===== src/rtl/hazard_fwd_ctrl.sv =====
`default_nettype none
// ============================================================================
//  Module   : hazard_fwd_ctrl
//  Purpose  : Hazard and forwarding controller for the ID/EX pipeline
//             register. It tracks the destination registers in flight in
//             EX, MEM and WB with a shadow scoreboard. From that state and
//             the ID-stage sources it produces:
//               - operand forward enables and data (priority EX > MEM > WB)
//               - the single-cycle load-use stall
//               - redirect flushes for taken branches and jumps resolved in EX
//  Ports    : clk, rst_n (async, active-low)
//             ID inputs   : id_valid_i, rs1/rs2_id_i, rs1/rs2_used_i,
//                           wr_id_i, rf_we_id_i, wd_sel_id_i
//             Fwd data in : ex_fwd_data_i, mem_fwd_data_i, wb_fwd_data_i
//             Redirect    : redirect_ex_i
//             Control out : stall_pc_o, stall_if_id_o, flush_if_id_o,
//                           flush_id_ex_o
//             Forward out : fwd_rD1e_o, fwd_rD2e_o, fwd_rD1_o, fwd_rD2_o
//             Perf out    : perf_stall_cnt_o, perf_flush_cnt_o
//  Options  : HAZARD_PERF_CNT_EN - when defined, builds the load-use stall
//             and redirect counters. Otherwise both perf outputs are 0.
//  Revision : 1.0 - initial release
// ============================================================================
module hazard_fwd_ctrl #(
    parameter int         XLEN        = 32,
    parameter int         NREG_BITS   = 5,
    parameter logic [1:0] WD_SEL_DRAM = 2'b01
) (
    input  logic                 clk,
    input  logic                 rst_n,
    input  logic                 id_valid_i,
    input  logic [NREG_BITS-1:0] rs1_id_i,
    input  logic [NREG_BITS-1:0] rs2_id_i,
    input  logic                 rs1_used_i,
    input  logic                 rs2_used_i,
    input  logic [NREG_BITS-1:0] wr_id_i,
    input  logic                 rf_we_id_i,
    input  logic [1:0]           wd_sel_id_i,
    input  logic [XLEN-1:0]      ex_fwd_data_i,
    input  logic [XLEN-1:0]      mem_fwd_data_i,
    input  logic [XLEN-1:0]      wb_fwd_data_i,
    input  logic                 redirect_ex_i,
    output logic                 stall_pc_o,
    output logic                 stall_if_id_o,
    output logic                 flush_if_id_o,
    output logic                 flush_id_ex_o,
    output logic                 fwd_rD1e_o,
    output logic                 fwd_rD2e_o,
    output logic [XLEN-1:0]      fwd_rD1_o,
    output logic [XLEN-1:0]      fwd_rD2_o,
    output logic [31:0]          perf_stall_cnt_o,
    output logic [31:0]          perf_flush_cnt_o
);

    typedef struct packed {
        logic                 v;
        logic [NREG_BITS-1:0] rd;
        logic                 we;
        logic                 ld;
    } slot_t;

    slot_t r_ex, r_mem, r_wb;
    slot_t w_ex_next;

    // A slot supplies an operand only for a real, register-writing
    // instruction whose destination is not x0 and matches a source that
    // the valid ID instruction actually reads.
    function automatic logic f_hit(input slot_t s,
                                   input logic [NREG_BITS-1:0] rs,
                                   input logic used,
                                   input logic idv);
        return s.v && s.we && (s.rd != '0) && (s.rd == rs) && used && idv;
    endfunction

    logic [1:0]                 w_used;
    logic [1:0][NREG_BITS-1:0]  w_rs;
    logic [1:0]                 w_hit_ex;
    logic [1:0]                 w_fwd_en;
    logic [1:0][XLEN-1:0]       w_fwd_data;
    logic                       w_load_use;
    logic                       w_redirect;

    assign w_rs[0]   = rs1_id_i;
    assign w_rs[1]   = rs2_id_i;
    assign w_used[0] = rs1_used_i;
    assign w_used[1] = rs2_used_i;

    generate
        for (genvar gi = 0; gi < 2; gi++) begin : g_opnd
            logic            hit_ex, hit_mem, hit_wb;
            logic            en;
            logic [XLEN-1:0] data;

            assign hit_ex  = f_hit(r_ex,  w_rs[gi], w_used[gi], id_valid_i);
            assign hit_mem = f_hit(r_mem, w_rs[gi], w_used[gi], id_valid_i);
            assign hit_wb  = f_hit(r_wb,  w_rs[gi], w_used[gi], id_valid_i);

            // A load hit in EX masks the older stages: its data does not
            // exist yet, so the operand stays unforwarded while stalling.
            always_comb begin
                en   = 1'b0;
                data = '0;
                if (hit_ex) begin
                    if (!r_ex.ld) begin
                        en   = 1'b1;
                        data = ex_fwd_data_i;
                    end
                end else if (hit_mem) begin
                    en   = 1'b1;
                    data = mem_fwd_data_i;
                end else if (hit_wb) begin
                    en   = 1'b1;
                    data = wb_fwd_data_i;
                end
            end

            assign w_hit_ex[gi]   = hit_ex;
            assign w_fwd_en[gi]   = en;
            assign w_fwd_data[gi] = data;
        end
    endgenerate

    assign w_load_use = r_ex.ld && (|w_hit_ex);
    // Gated with reset so an asserted redirect cannot leak flushes while
    // the controller is held in reset.
    assign w_redirect = rst_n && redirect_ex_i;

    // Redirect beats load-use: the ID instruction is wrong-path, so the PC
    // must load the target rather than hold.
    assign stall_pc_o    = w_load_use && !w_redirect;
    assign stall_if_id_o = w_load_use && !w_redirect;
    assign flush_if_id_o = w_redirect;
    assign flush_id_ex_o = w_load_use || w_redirect;

    assign fwd_rD1e_o = w_fwd_en[0];
    assign fwd_rD2e_o = w_fwd_en[1];
    assign fwd_rD1_o  = w_fwd_data[0];
    assign fwd_rD2_o  = w_fwd_data[1];

    always_comb begin
        w_ex_next = '0;
        if (!flush_id_ex_o) begin
            w_ex_next.v  = id_valid_i;
            w_ex_next.rd = wr_id_i;
            w_ex_next.we = rf_we_id_i;
            w_ex_next.ld = (wd_sel_id_i == WD_SEL_DRAM);
        end
    end

    always_ff @(posedge clk or negedge rst_n) begin
        if (!rst_n) begin
            r_ex  <= '0;
            r_mem <= '0;
            r_wb  <= '0;
        end else begin
            r_ex  <= w_ex_next;
            r_mem <= r_ex;
            r_wb  <= r_mem;
        end
    end

`ifdef HAZARD_PERF_CNT_EN
    logic [31:0] r_perf_stall_cnt;
    logic [31:0] r_perf_flush_cnt;

    always_ff @(posedge clk or negedge rst_n) begin
        if (!rst_n) begin
            r_perf_stall_cnt <= '0;
            r_perf_flush_cnt <= '0;
        end else begin
            if (w_load_use && !w_redirect) begin
                r_perf_stall_cnt <= r_perf_stall_cnt + 32'd1;
            end
            if (w_redirect) begin
                r_perf_flush_cnt <= r_perf_flush_cnt + 32'd1;
            end
        end
    end

    assign perf_stall_cnt_o = r_perf_stall_cnt;
    assign perf_flush_cnt_o = r_perf_flush_cnt;
`else
    assign perf_stall_cnt_o = 32'd0;
    assign perf_flush_cnt_o = 32'd0;
`endif

endmodule
`default_nettype wire


===== config.mk =====
export PLATFORM = sky130hd
export DESIGN_NAME = hazard_fwd_ctrl
export DESIGN_NICKNAME = d
export VERILOG_FILES = /design/src/rtl/hazard_fwd_ctrl.sv
export SDC_FILE = /design/constraint.sdc
export NUM_CORES = 1
export LEC_CHECK = 0
export BUFFER_PORTS_ARGS = -buffer_cell sky130_fd_sc_hd__buf_2
export CAP_MARGIN = 25
export CORE_AREA = 2 2 97 99
export DETAILED_ROUTE_END_ITERATION = 10
export DIE_AREA = 0 0 99 101
export GPL_ROUTABILITY_DRIVEN = 0
export PLACE_DENSITY = 0.77
export SYNTH_ARGS = -nofsm -noshare
export SYNTH_HDL_FRONTEND = slang
export SYNTH_SLANG_ARGS = --single-unit

===== constraint.sdc =====
create_clock -name clk -period 3.9 [get_ports clk]
set_input_delay 0.585 -clock clk [delete_from_list [all_inputs] [get_ports clk]]
set_output_delay 0.585 -clock clk [all_outputs]
set_load 0.02 [all_outputs]

; ---- After elaboration in Yosys (flattened, before gate mapping)
; Cells that the tools add are included.
[totals]
register_bits = 22
in_bits = 120
wordCells = 65
[op_classes]
reduce_logical = 33
eq_ne = 7
mux = 15
[ops]
columns = operator, n
row1 = $mux W32, 7
row2 = $eq A5 B5 Y1, 6
row3 = $logic_and A1 B1 Y1, 27
row4 = $reduce_bool A5 Y1, 3
row5 = $mux W8, 1
row6 = $mux W1, 7
row7 = $eq A2 B1 Y1 const B, 1
row8 = $reduce_or A2 Y1, 1
row9 = $logic_not A1 Y1, 1
row10 = $logic_or A1 B1 Y1, 1

; ---- Longest topological paths before layout
; Gate-level depths: netlist of run 1.
[depth]
word_depth = 9
mapped_depth = 7
depth_no_buf = 5

; ---- Worst setup path after synthesis of run 1
; OpenSTA, ideal clock, no wires.
[synth_path]
path_kind = in2out
from = input rs2_id_i[3]
to = output fwd_rD2_o[25]
stages = 7
required_time_ns = 3.315
path_buffers = 2
arrival_time_ns = 2.231
setup_slack_ns = 1.084
cell_sequence = xor2_1 > nor4_4 > and3_4 > buf_6 > buf_2 > a221oi_1 > a21oi_1
[synth_between]
elab_chain_cells = 7
word_cells_on_any_way = 15
[synth_rtl]
columns = item, line
row1 = start: declaration, 33  ; input logic [NREG_BITS-1:0] rs2_id_i,
row2 = $eq A5 B5 Y1, 72  ; return s.v && s.we && (s.rd != '0) && (s.rd == rs) && used && idv;
row3 = $logic_and A1 B1 Y1 (3 in series), 72
row4 = $mux W32, 111  ; end else if (hit_wb) begin
row5 = $mux W32, 108  ; end else if (hit_mem) begin
row6 = $mux W32 *, 103  ; if (hit_ex) begin
row7 = end: declaration, 50  ; output logic [XLEN-1:0] fwd_rD2_o,
; Every way passes the cells marked *; elsewhere a longest branch is shown, timed or not.

; ---- Worst setup path in the final report of run 1
[layout_path]
from = register r_mem[3] in the netlist's numbering
to = output fwd_rD1_o[0]
[layout_between]
elab_chain_cells = 7
word_cells_on_any_way = 8
[layout_rtl]
columns = item, line
row1 = start: declaration, 62  ; slot_t r_ex, r_mem, r_wb;
row2 = start signal: assignment, 157  ; r_mem <= r_ex;
row3 = $reduce_bool A5 Y1, 72
row4 = $logic_and A1 B1 Y1, 72
row5 = $logic_and A1 B1 Y1 * (3 in series), 72
row6 = $mux W32 *, 108
row7 = $mux W32 *, 103
row8 = end: declaration, 49  ; output logic [XLEN-1:0] fwd_rD1_o,
; Marks and branches as above.

==> results of run 1 <==
## stage by stage
stage               hold WS (ns)   util  worst slack, ns
global route               0.310  0.462            0.271
finish                     0.279  0.462            0.408
CTS                        0.298  0.459            0.406
global placement           0.369  0.453            0.697
detailed placement         0.370  0.453            0.684
floorplan                  0.289      -             1.08
## power groups by stage
stage / Sequential (mW) / Combinational (mW) / Clock, mW
4_1_cts: 0.263 / 0.246 / 0.165
6_report: 0.260 / 0.253 / 0.163
5_1_grt: 0.263 / 0.276 / 0.173
2_1_floorplan: 0.260 / 0.191 / 0
3_5_place_dp: 0.268 / 0.245 / 0
3_3_place_gp: 0.266 / 0.239 / 0
## per-layer routing
layer  vias to the layer above  global-route usage  part of all wire
li1                       1633                   -                 -
met2                       153               0.371              0.50
met4                         2              0.0274            0.0056
met1                      1625               0.275              0.43
met5                         -                   0            0.0012
met3                         9              0.0264             0.064
## placed cells by master (no fill, tap or decap)
cell | synthesis | final
and3_4 | 1 | 1
o211ai_1 | 2 | 2
a311oi_4 | 1 | 1
and3_1 | 7 | 7
and4b_1 | 1 | 1
nor4_1 | 3 | 1
nand2b_1 | 32 | 32
or3_1 | 6 | 6
xor2_1 | 12 | 12
a22oi_1 | 5 | 5
and4_1 | 3 | 3
o21ai_1 | 1 | 1
and2_2 | 0 | 1
inv_1 | 1 | 1
dfrtp_1 | 22 | 22
nand3_1 | 5 | 5
a41oi_1 | 5 | 5
or2_2 | 1 | 1
nor2b_1 | 1 | 1
xnor2_1 | 18 | 18
a21oi_1 | 31 | 31
nand2_1 | 5 | 5
nor4_2 | 0 | 2
or4_1 | 2 | 2
buf_16 | 0 | 1
buf_12 | 0 | 2
a221oi_2 | 30 | 30
buf_2 | 5 | 189
clkbuf_8 | 0 | 4
a2111oi_4 | 1 | 1
buf_4 | 68 | 6
o211a_4 | 2 | 2
nand4_1 | 4 | 4
a221oi_1 | 29 | 29
nor2_1 | 4 | 4
a21oi_2 | 30 | 30
nor4_4 | 1 | 1
or4_4 | 1 | 1
conb_1 | 1 | 64
nor3_1 | 3 | 3
## layout make-up
| class | instances | area (um^2) | area share |
|---|---|---|---|
| clock buffer | 4 | 55.1 | 0.0133 |
| inverter | 1 | 3.75 | 0.000905 |
| multi-input combinational | 312 | 2340 | 0.565 |
| sequential | 22 | 551 | 0.133 |
| tap | 111 | 139 | 0.0335 |
| timing repair buffer | 198 | 1060 | 0.255 |
## sequential cells by signal, indices dropped and copies added, names as in the netlist
name / cells
r_mem: 7
r_wb: 7
r_ex: 8
## cells by family after synthesis
kind of cell              after synthesis  share of synthesized area
AOI/OAI and AO/OA                     137                      0.395
buffers and inverters                  95                      0.204
and+or+nand+nor                        81                      0.154
xor gates and xnor gates               30                     0.0791
DFF                                    22                      0.166
other                                   1                    0.00113
## how the worst min path moves through the flow
stage            start        to  slack [ns]  cells past startpoint
4_1_cts          rst_n   r_ex[1]        0.30                      1
5_1_grt          rst_n   r_ex[6]        0.31                      1
3_5_place_dp   r_ex[7]  r_mem[7]        0.37                      0
6_report         rst_n   r_ex[4]        0.28                      1
3_3_place_gp   r_ex[7]  r_mem[7]        0.37                      0
2_1_floorplan    rst_n   r_ex[0]        0.29                      0
==> metrics.md, run 1 <==
| Metric | Value |
|---|---|
| R2R Setup Slk | 1.53 ns |
| Vias in the first global route | 3,239 |
| DR pass1 iterations | 4 |
| Iter 0 DRT Violations | 110 |
| Max Slew Vio Count | 0 |
| Power, Total | 677 uW |
| LEAKAGE | 2.02 nW |
| Global Route Usage Sum | 0.208 |
| CP Capture Point | fwd_rD1_o[0] |
| Nets | 658 |
| CP max stage delay | 0.57 ns |
| Largest net degree at the start of global routing | 68 |
| Area Growth Syn to Fin | 24.9% |
| TritonCTS Buffers | 3 |
| Final setup violation count | 0 |
| Clock sink count | 22 |
| Clk_lat worst skew | 0.26 ns |
| Top_reg_cell synth | dfrtp_1 |
| Comb pwr share | 0.374 |
| Post-CTS resize count | 0 |
| First-pass GRT wire length | 16,700 um |
| Die width | 99 um |
| Post-DP Area | 0.00407 mm^2 |
| Most instantiated cells after synthesis | buf_4 (68), nand2b_1 (32), a21oi_1 (31), a21oi_2 (30), a221oi_2 (30) |
| FF+latch count, synth | 22 |
| Clk pwr share | 0.241 |
| R2R Path Start | r_ex[3] |
| Die area | 0.0100 mm^2 |
| Top Family by Delay on Critical Path | compound AO/OA/AOI/OAI gates |
| P_int | 423 uW |
| Worst-Margin Slew | 0.661 ns |
| Post-CTS Setup Bufs | 0 |
| Switching pwr | 254 uW |
| H-tree levels | 1 |
| RSZ-0062 raised after global routing | false |
| Post-synth EDFFs | 0 |
| Mapped Cells | 366 |
| CP startpoint | r_mem[3] |
| Clk slew on worst S/H paths | 0.08 ns |
| Slew HR | 0.555 |
| Sequential share of the synthesized area | 0.166 |
| Fmax | 286 MHz |
| Worst-path fanout max | 25 |
| Yosys warnings | 0 |
| I/O pins | 254 |
| Grt total ovfl | 0 |
| Synth top area share | 0.166 |
| Root buf cell | clkbuf_8 |
| Hold crit path type | primary input to async pin |
| Avg Cell Area, Syn | 9.07 um^2 |
| Async set or reset register ratio after synthesis | 1.00 |
| Hold Buf Count CTS | 0 |
| Drt wl/cell | 17.3 um |
| Ranking of synthesized cells by area | dfrtp_1 (17%), buf_4 (15%), a221oi_2 (14%) |
| R2R Path End | r_ex[0] |
| Buffers and inverters on the worst path | 2 |
| Largest area contributor in the netlist | dfrtp_1 |
| P per Cell Area | 163 mW/mm^2 |
| Die height | 101 um |
| Top-count cell post-synth | buf_4 |
| Crit start category | flip-flop |
| Port Buf Inserts | 189 |
| DP Wirelength | 8790 um |
| Crit. path cell count | 7 |
| Core Area | 0.00898 mm^2 |
| Drt total wl | 11,200 um |
| Outcome | finished, final reports clean |
| Critical path cell sequence | or4_4 -> o211a_4 -> a2111oi_4 -> buf_4 -> a221oi_1 -> a21oi_1 -> buf_2 |
| Number of non-filler instances in the completed layout | 648 |
| Reg2reg path depth | 6 |
| Maximum capacitance violations | 0 |
| Unique masters post-synth | 40 |
| Placed insts | 643 |
| Cell Area, Synth | 0.00332 mm^2 |
| Site Rows | 35 |
| Switching Share | 0.375 |
| Fillers | 877 |
| Seq pwr share | 0.385 |
| Setup TNS | 0 ns |
| Maximum VDD drop | 0.198 mV |
| CP Class | flip-flop to output port |
| Number of diodes | 0 |
| Final hold vios | 0 |
| Crit end category | output port |
| Skew final | 0.00154 ns |
| Critical-path top delay cell | or4_4 |
| Fin area | 0.00415 mm^2 |
| TritonCTS clock tree | built |
| Initial antenna violation count | 1 |
| Layout cell share with drive strength beyond 1 | 0.508 |
| Final Critical Period | 3.49 ns |
| Via count | 3,422 |
| Via-to-Cell Ratio | 5.28 |
| Worst Path Required | 3.31 ns |
| Tcrit/Tclk final | 0.895 |
| DRC | 0 |
| Arr. time, crit path | 2.91 ns |
| Post-route ant nets | 0 |
| Max Root-Sink Buffers | 2 |
| Starting Density | 0.370 |
No activity file was read; power rests on OpenSTA's default activity.
==> run 2, diff against run 1 <==
==> constraint.sdc (replaced) <==
create_clock -name clk -period 3.9 [get_ports clk]
set_input_delay 0.585 -clock clk [delete_from_list [all_inputs] [get_ports clk]]
set_output_delay 0.585 -clock clk [all_outputs]
set_load 0.005 [all_outputs]
==> metrics.md, run 2 (synthesis gave the netlist of run 1 again) <==
| Metric | Value |
|---|---|
| Outcome | finished, final reports clean |
| Drt total wl | 11,100 um |
| Die width | 99 um |
| Global Route Usage Sum | 0.203 |
| Reg2reg path depth | 6 |
| DR pass1 iterations | 4 |
| Final Critical Period | 3.32 ns |
| Slew HR | 0.301 |
| H-tree levels | 1 |
| Largest net degree at the start of global routing | 39 |
| Port Buf Inserts | 189 |
| Initial antenna violation count | 3 |
| Pre-CTS setup slack | 0.771 ns |
| Worst-Margin Slew | 1.05 ns |
| Hold crit path type | primary input to async pin |
| Post-route ant nets | 0 |
| Max Slew Vio Count | 0 |
| TritonCTS clock tree | built |
| Area Growth Syn to Fin | 24.4% |
| Clock sink count | 22 |
| DP Wirelength | 8970 um |
| Die area | 0.0100 mm^2 |
| Final setup violation count | 0 |
| Crit end category | output port |
| Site Rows | 35 |
| Number of non-filler instances in the completed layout | 650 |
| Most common cell after layout, fill and taps aside | buf_2 |
| Iter 0 DRT Violations | 111 |
| Placed insts | 645 |
| P per Cell Area | 163 mW/mm^2 |
| Tcrit/Tclk final | 0.850 |
| Grt total ovfl | 0 |
| Clk slew on worst S/H paths | 0.07 ns |
| Max reg flops | 8 |
| Clk_lat worst skew | 0.26 ns |
| RSZ-0062 raised after global routing | false |
| Most flops, register | r_ex |
| First-pass GRT wire length | 16,600 um |
| Fmax | 302 MHz |
| Setup WS post-layout | 0.584 ns |
| Starting Density | 0.370 |
| Post-CTS Setup Bufs | 0 |
| Worst Path Required | 3.31 ns |
| Nets | 659 |
| DRC | 0 |
| Metal1 wirelength | 4260 um |
| Core Area | 0.00898 mm^2 |
| CP Class | flip-flop to output port |
| R2R Setup Slk | 1.47 ns |
| Root buf cell | clkbuf_8 |
| Layout cell share with drive strength beyond 1 | 0.509 |
| Via-to-Cell Ratio | 5.33 |
| Via count | 3,467 |
| Die height | 101 um |
| I/O pins | 254 |
| Most frequent cells in the layout | buf_2 (189), conb_1 (64), nand2b_1 (32) |
| Drt wl/cell | 17.1 um |
| Highest metal used | met5 |
| TritonCTS Buffers | 3 |
| Crit start category | flip-flop |
| Worst-path fanout max | 21 |
| Skew final | 0.00218 ns |
| Hold Buf Count CTS | 0 |
| LEAKAGE | 2.02 nW |
| Maximum capacitance violations | 0 |
| Setup TNS | 0 ns |
| Final hold vios | 0 |
| Top Registers | r_ex x8, r_mem x7, r_wb x7 |
| Post-CTS resize count | 0 |
| Met3 WL | 999 um |
| Vias in the first global route | 3,406 |
| Arr. time, crit path | 2.73 ns |
| Max Root-Sink Buffers | 2 |
| Wire length on met2 | 5750 um |
| Maximum VDD drop | 0.284 mV |
run 2: layer usage:
| layer | track usage | vias up |
|---|---|---|
| met5 | 0 | - |
| met4 | 0.0443 | 4 |
| met3 | 0.0402 | 14 |
| met2 | 0.370 | 169 |
| met1 | 0.248 | 1655 |
| li1 | - | 1625 |
run 2: worst paths after layout:
| kind | from | end |
|---|---|---|
| max | r_mem[3] | fwd_rD2_o[29] |
| min | rst_n | r_ex[5] |
| max reg2reg | r_ex[3] | r_ex[0] |
| min reg2reg | r_ex[1] | r_mem[1] |
| max in group asynchronous | rst_n | r_wb[5] |
| min in group clk | r_ex[1] | r_mem[1] |
run 2: worst max-delay path, cell delays in order, from the launching register on:
cell	delay [ns]
dfrtp_1	0.44
or4_4	0.57
o211a_4	0.29
a311oi_4	0.41
buf_4	0.35
a221oi_1	0.13
a21oi_1	0.15
buf_2	0.13
run 2: where the power goes:
group	switching [mW]	leakage (nW)	internal, mW
logic	0.115	1.72	0.0879
registers	0.0216	0.271	0.242
clock network	0.0685	0.0357	0.137
total	0.205	2.02	0.467
run 2: area by class of cell:
class | instances | area [um^2]
fill | 887 | 4850
multi-input combinational | 312 | 2340
timing repair buffer | 199 | 1020
sequential | 22 | 551
tap | 111 | 139
clock buffer | 3 | 41.3
clock inverter | 1 | 30.0
inverter | 1 | 3.75
antenna | 1 | 2.50
run 2: stage by stage:
stage	hold WS [ns]	utilization	power [mW]	area (um^2)
floorplan	0.289	-	0.403	3560
global placement	0.367	0.452	0.461	4060
detailed placement	0.361	0.452	0.469	4060
CTS	0.288	0.460	0.674	4130
global route	0.312	0.460	0.712	4130
finish	0.280	0.460	0.672	4130
